### src/rtl/pa_spsram_512x4_ctrl.sv
// Access controller for a single-port SRAM macro: arbitrates refill writes against lookup
// reads, and runs an INIT_DATA sweep over the whole array after reset and on invalidate-all.
module pa_spsram_512x4_ctrl #(
  parameter int                    ADDR_WIDTH    = 9,
  parameter int                    DATA_WIDTH    = 4,
  parameter int                    INIT_ON_RESET = 1,
  parameter logic [DATA_WIDTH-1:0] INIT_DATA     = '0
) (
  input  logic                  CLK,
  input  logic                  RST,
  input  logic                  inv_req,
  input  logic                  wr_req,
  input  logic [ADDR_WIDTH-1:0] wr_addr,
  input  logic [DATA_WIDTH-1:0] wr_data,
  input  logic [DATA_WIDTH-1:0] wr_mask,
  output logic                  wr_gnt,
  input  logic                  rd_req,
  input  logic [ADDR_WIDTH-1:0] rd_addr,
  output logic                  rd_gnt,
  output logic                  rd_vld,
  output logic [DATA_WIDTH-1:0] rd_data,
  output logic                  busy,
  output logic                  inv_done,
  output logic [ADDR_WIDTH-1:0] A,
  output logic                  CEN,
  output logic                  GWEN,
  output logic [DATA_WIDTH-1:0] WEN,
  output logic [DATA_WIDTH-1:0] D,
  input  logic [DATA_WIDTH-1:0] Q
);

  typedef enum logic {IDLE = 1'b0, SWEEP = 1'b1} state_t;

  localparam logic [ADDR_WIDTH-1:0] CNT_LAST = '1;
  localparam state_t RESET_STATE = (INIT_ON_RESET != 0) ? SWEEP : IDLE;

  state_t                state_q, state_d;
  logic [ADDR_WIDTH-1:0] cnt_q, cnt_d;

  always_ff @(posedge CLK or posedge RST) begin
    if (RST) begin
      state_q <= RESET_STATE;
      cnt_q   <= '0;
      rd_vld  <= 1'b0;
    end else begin
      state_q <= state_d;
      cnt_q   <= cnt_d;
      rd_vld  <= rd_gnt;
    end
  end

  // Handshake: a request is accepted exactly in a cycle where its grant is high; the
  // requester holds req (and its address/data) until then. Nothing is queued in here.
  always_comb begin
    state_d  = state_q;
    cnt_d    = cnt_q;
    wr_gnt   = 1'b0;
    rd_gnt   = 1'b0;
    inv_done = 1'b0;
    A        = '0;
    CEN      = 1'b1;
    GWEN     = 1'b1;
    WEN      = '1;
    D        = '0;
    case (state_q)
      SWEEP: begin
        CEN   = 1'b0;
        GWEN  = 1'b0;
        WEN   = '0;
        A     = cnt_q;
        D     = INIT_DATA;
        cnt_d = cnt_q + 1'b1;
        if (cnt_q == CNT_LAST) begin
          inv_done = 1'b1;
          state_d  = IDLE;
        end
      end
      default: begin
        if (inv_req) begin
          state_d = SWEEP;
          cnt_d   = '0;
        end else if (wr_req) begin
          wr_gnt = 1'b1;
          CEN    = 1'b0;
          GWEN   = 1'b0;
          WEN    = ~wr_mask;
          A      = wr_addr;
          D      = wr_data;
        end else if (rd_req) begin
          rd_gnt = 1'b1;
          CEN    = 1'b0;
          A      = rd_addr;
        end
      end
    endcase
  end

  assign busy    = (state_q == SWEEP);
  assign rd_data = Q;

endmodule

### config.mk
export PLATFORM = sky130hd
export DESIGN_NAME = pa_spsram_512x4_ctrl
export DESIGN_NICKNAME = d
export VERILOG_FILES = /design/src/rtl/pa_spsram_512x4_ctrl.sv
export SDC_FILE = /design/constraint.sdc
export NUM_CORES = 1
export LEC_CHECK = 0
export ABC_AREA = 1
export BUFFER_PORTS_ARGS = -buffer_cell sky130_fd_sc_hd__buf_4
export CORE_ASPECT_RATIO = 0.8
export CORE_MARGIN = 3
export CORE_UTILIZATION = 41
export CTS_CLUSTER_DIAMETER = 100
export DETAILED_ROUTE_END_ITERATION = 16
export GPL_TIMING_DRIVEN = 0
export PLACE_DENSITY = 0.91
export SLEW_MARGIN = 20
export SYNTH_ARGS = -nofsm -noshare
export SYNTH_HDL_FRONTEND = slang
export SYNTH_SLANG_ARGS = --single-unit
### constraint.sdc
create_clock -name CLK -period 1.95 [get_ports CLK]
set_clock_uncertainty 0.05 [all_clocks]
set_input_delay 0.2925 -clock CLK [delete_from_list [all_inputs] [get_ports CLK]]
set_output_delay 0.2925 -clock CLK [all_outputs]
set_load 0.005 [all_outputs]
==> run summary <==
Minimum clock period - 1.84 ns
Avg WL per Cell - 10.6 um
Worst skew pair latency - 0.27 ns
P_leak - 0.915 nW
CTS tree - done
Clock Path Buffers - 2
Internal Pwr Total - 0.739 mW
Die outline width - 59.7 um
Num rows - 14
Setup ws final - 0.114 ns
Crit path arrival time - 1.49 ns
# nets final - 258
Total gr overflow - 0
RSZ-0062 raised after global routing - false
Gate power share - 0.546
Area of the mapped netlist - 945 um2
RR Endpoint - cnt_q[8]
Synth area leader - dfrtp_1
Iteration-0 DRC Markers - 20
Worst Hold Depth - 3
DRT Pass-1 Iters - 4
Critical Path RT - 1.61 ns
Die area - 2920 um2
Sw frac - 0.396
Asr flop ratio synth - 1.00
P_sw - 0.485 mW
Drt drc - 0
Post-synthesis sequential area ratio - 0.293
Area Growth Syn to Fin - 55.9%
Routed via count - 1131
Post-DRT Antenna Nets - 0
Setup CP Type - reg2out
Synth top area share - 0.265
DP Worst Slack - 0.281 ns
WL final - 2.58 mm
Setup-failing EPs final - 0
Yosys cell types - 22
Hold path start - inv_req
Critical path launch point type - flip-flop
GR Util All Layers - 0.178
Initial antenna violation count - 0
Sequential Power Share - 0.327
Final hold slack - 0.311 ns
Synth warn - 0
Slew headroom - 0.716
Mapped Cells - 155
#FFs+latches synth - 11
Crit path max fanout - 3
Core box area - 2030 um2
Design Area, Final - 1470 um2
I/O Buffers - 58
ANT cells - 0
Min-Delay Path Class - in2reg
Clock Tree Root - clkbuf_4
Max Freq - 545 MHz
Syn nets - 192
Ports - 63
Initial Util - 0.465
FILL cells - 194
Clock sink count - 11
Slew Viols, Final - 0
Final hold vios - 0
Worst hold path endpoint - busy
Post-DP HPWL - 2.09 mm
Die height - 48.9 um
Max-cap viol count - 0
Reg2reg path depth - 5
Top cells by area, synth - dfrtp_1 (26%), nand2_1 (21%), nor2_1 (11%)
Pwr Density - 831 nW/um2
Main flop type after synthesis - dfrtp_1
Layout cell share with drive strength beyond 1 - 0.373
H-tree depth - 1
Global-route wire length before repair - 4.21 mm
RR Startpoint - cnt_q[1]
Vias in the first global route - 1030
Crit. End Element - output pin
EDFF count, synth - 0
Synthesized area per cell - 6.09 um2
Placed Area - 1410 um2
Clk slew on worst S/H paths - 0.07 ns
Final Cycle Share - 0.941
Largest net degree at the start of global routing - 12
Post-Route Utilization - 0.725
Power share of the clock group - 0.127
Setup TNS - 0 ns
Reg2reg setup slack - 0.47 ns
Worst VDD drop - 808 uV
Vias per inst - 4.64
CTS Buf Count - 3
Status - finished, final reports clean
CP Launch Point - cnt_q[1]
RD Place Congestion - 0.802
Worst-Margin Slew - 0.425 ns
## per-stage QoR
step	cells	total power, mW
6_report	244	1.22
5_1_grt	244	1.36
4_1_cts	243	1.22
3_5_place_dp	237	1.04
3_3_place_gp	237	1.01
2_1_floorplan	155	0.769
## critical path, cell delays in order, from the launching register on
cell,delay (ns)
dfrtp_1,0.38
ha_2,0.23
nand3_1,0.11
nor3_2,0.12
ha_1,0.16
nand2_1,0.05
inv_1,0.07
buf_4,0.11
## power groups by stage
stage          clock network (mW)  logic (mW)  registers [mW]
2_1_floorplan                   0       0.384           0.385
3_3_place_gp                    0       0.612           0.403
3_5_place_dp                    0       0.630           0.411
4_1_cts                     0.160       0.656           0.404
5_1_grt                     0.170       0.775           0.417
6_report                    0.155       0.669           0.400
## placed cells by master, fill, tap and decap left out
| master | n |
|---|---|
| nand3_1 | 6 |
| dfstp_2 | 1 |
| ha_2 | 1 |
| inv_1 | 25 |
| nand2_1 | 54 |
| clkbuf_1 | 1 |
| o31ai_1 | 1 |
| inv_2 | 1 |
| ha_1 | 1 |
| a21oi_1 | 1 |
| o21ai_2 | 1 |
| nand2_4 | 1 |
| nand2_2 | 2 |
| a22o_1 | 2 |
| buf_6 | 1 |
| clkbuf_4 | 3 |
| nor2_8 | 1 |
| nor2_4 | 2 |
| inv_4 | 1 |
| o21ai_0 | 7 |
| nand4_1 | 1 |
| buf_4 | 65 |
| buf_2 | 1 |
| dlygate4sd3_1 | 1 |
| nor2_1 | 28 |
| nor3_2 | 1 |
| dfrtp_1 | 10 |
## area by class of cell
cell class,instances,area [um2],area share
multi-input combinational,110,522,0.354
timing repair buffer,61,460,0.313
sequential,11,277,0.188
inverter,27,104,0.0705
buffer,7,53.8,0.0365
tap,24,30.0,0.0204
clock buffer,4,26.3,0.0178
## synth_stat cells (2+ instances only)
cell type / count
nor2_1: 28
dfrtp_1: 10
buf_4: 5
nand2_2: 2
nand2_1: 54
nand3_1: 6
o21ai_0: 8
inv_1: 25
a22o_1: 2
nor2_4: 2
ha_1: 2
## metal layers
metal,global-route usage,share of wire,vias up
met1,0.208,0.40,495
met3,0.0556,0.11,3
met2,0.322,0.49,42
li1,-,-,591
met4,0.0148,0.0019,0
met5,0,0,-
## cells by family after synthesis
kind of cell / synth area share
simple gates: 0.440
flops: 0.293
fa+ha+maj: 0.0265
compound gates: 0.0742
buf+inv: 0.167
## how the worst max path moves through the flow
stage,to,slack [ns],cells past startpoint
6_report,inv_done,0.11,7
3_5_place_dp,inv_done,0.28,7
2_1_floorplan,cnt_q[8],0.54,5
4_1_cts,inv_done,0.05,7
5_1_grt,inv_done,0.01,7
3_3_place_gp,inv_done,0.32,7
## flip-flops by register name, summed over array words and instances, names as in the netlist
register / cells
rd_vld: 1
cnt_q: 9
busy: 1
## repair_timing
action                                 4_1_cts  5_1_grt
setup endpoints to repair                    1        5
endpoints found under the hold margin       10        0
setup buffers                                1        1
hold buffers                                 1        0
resized for setup                            2        2
No activity file was read; power rests on OpenSTA's default activity.
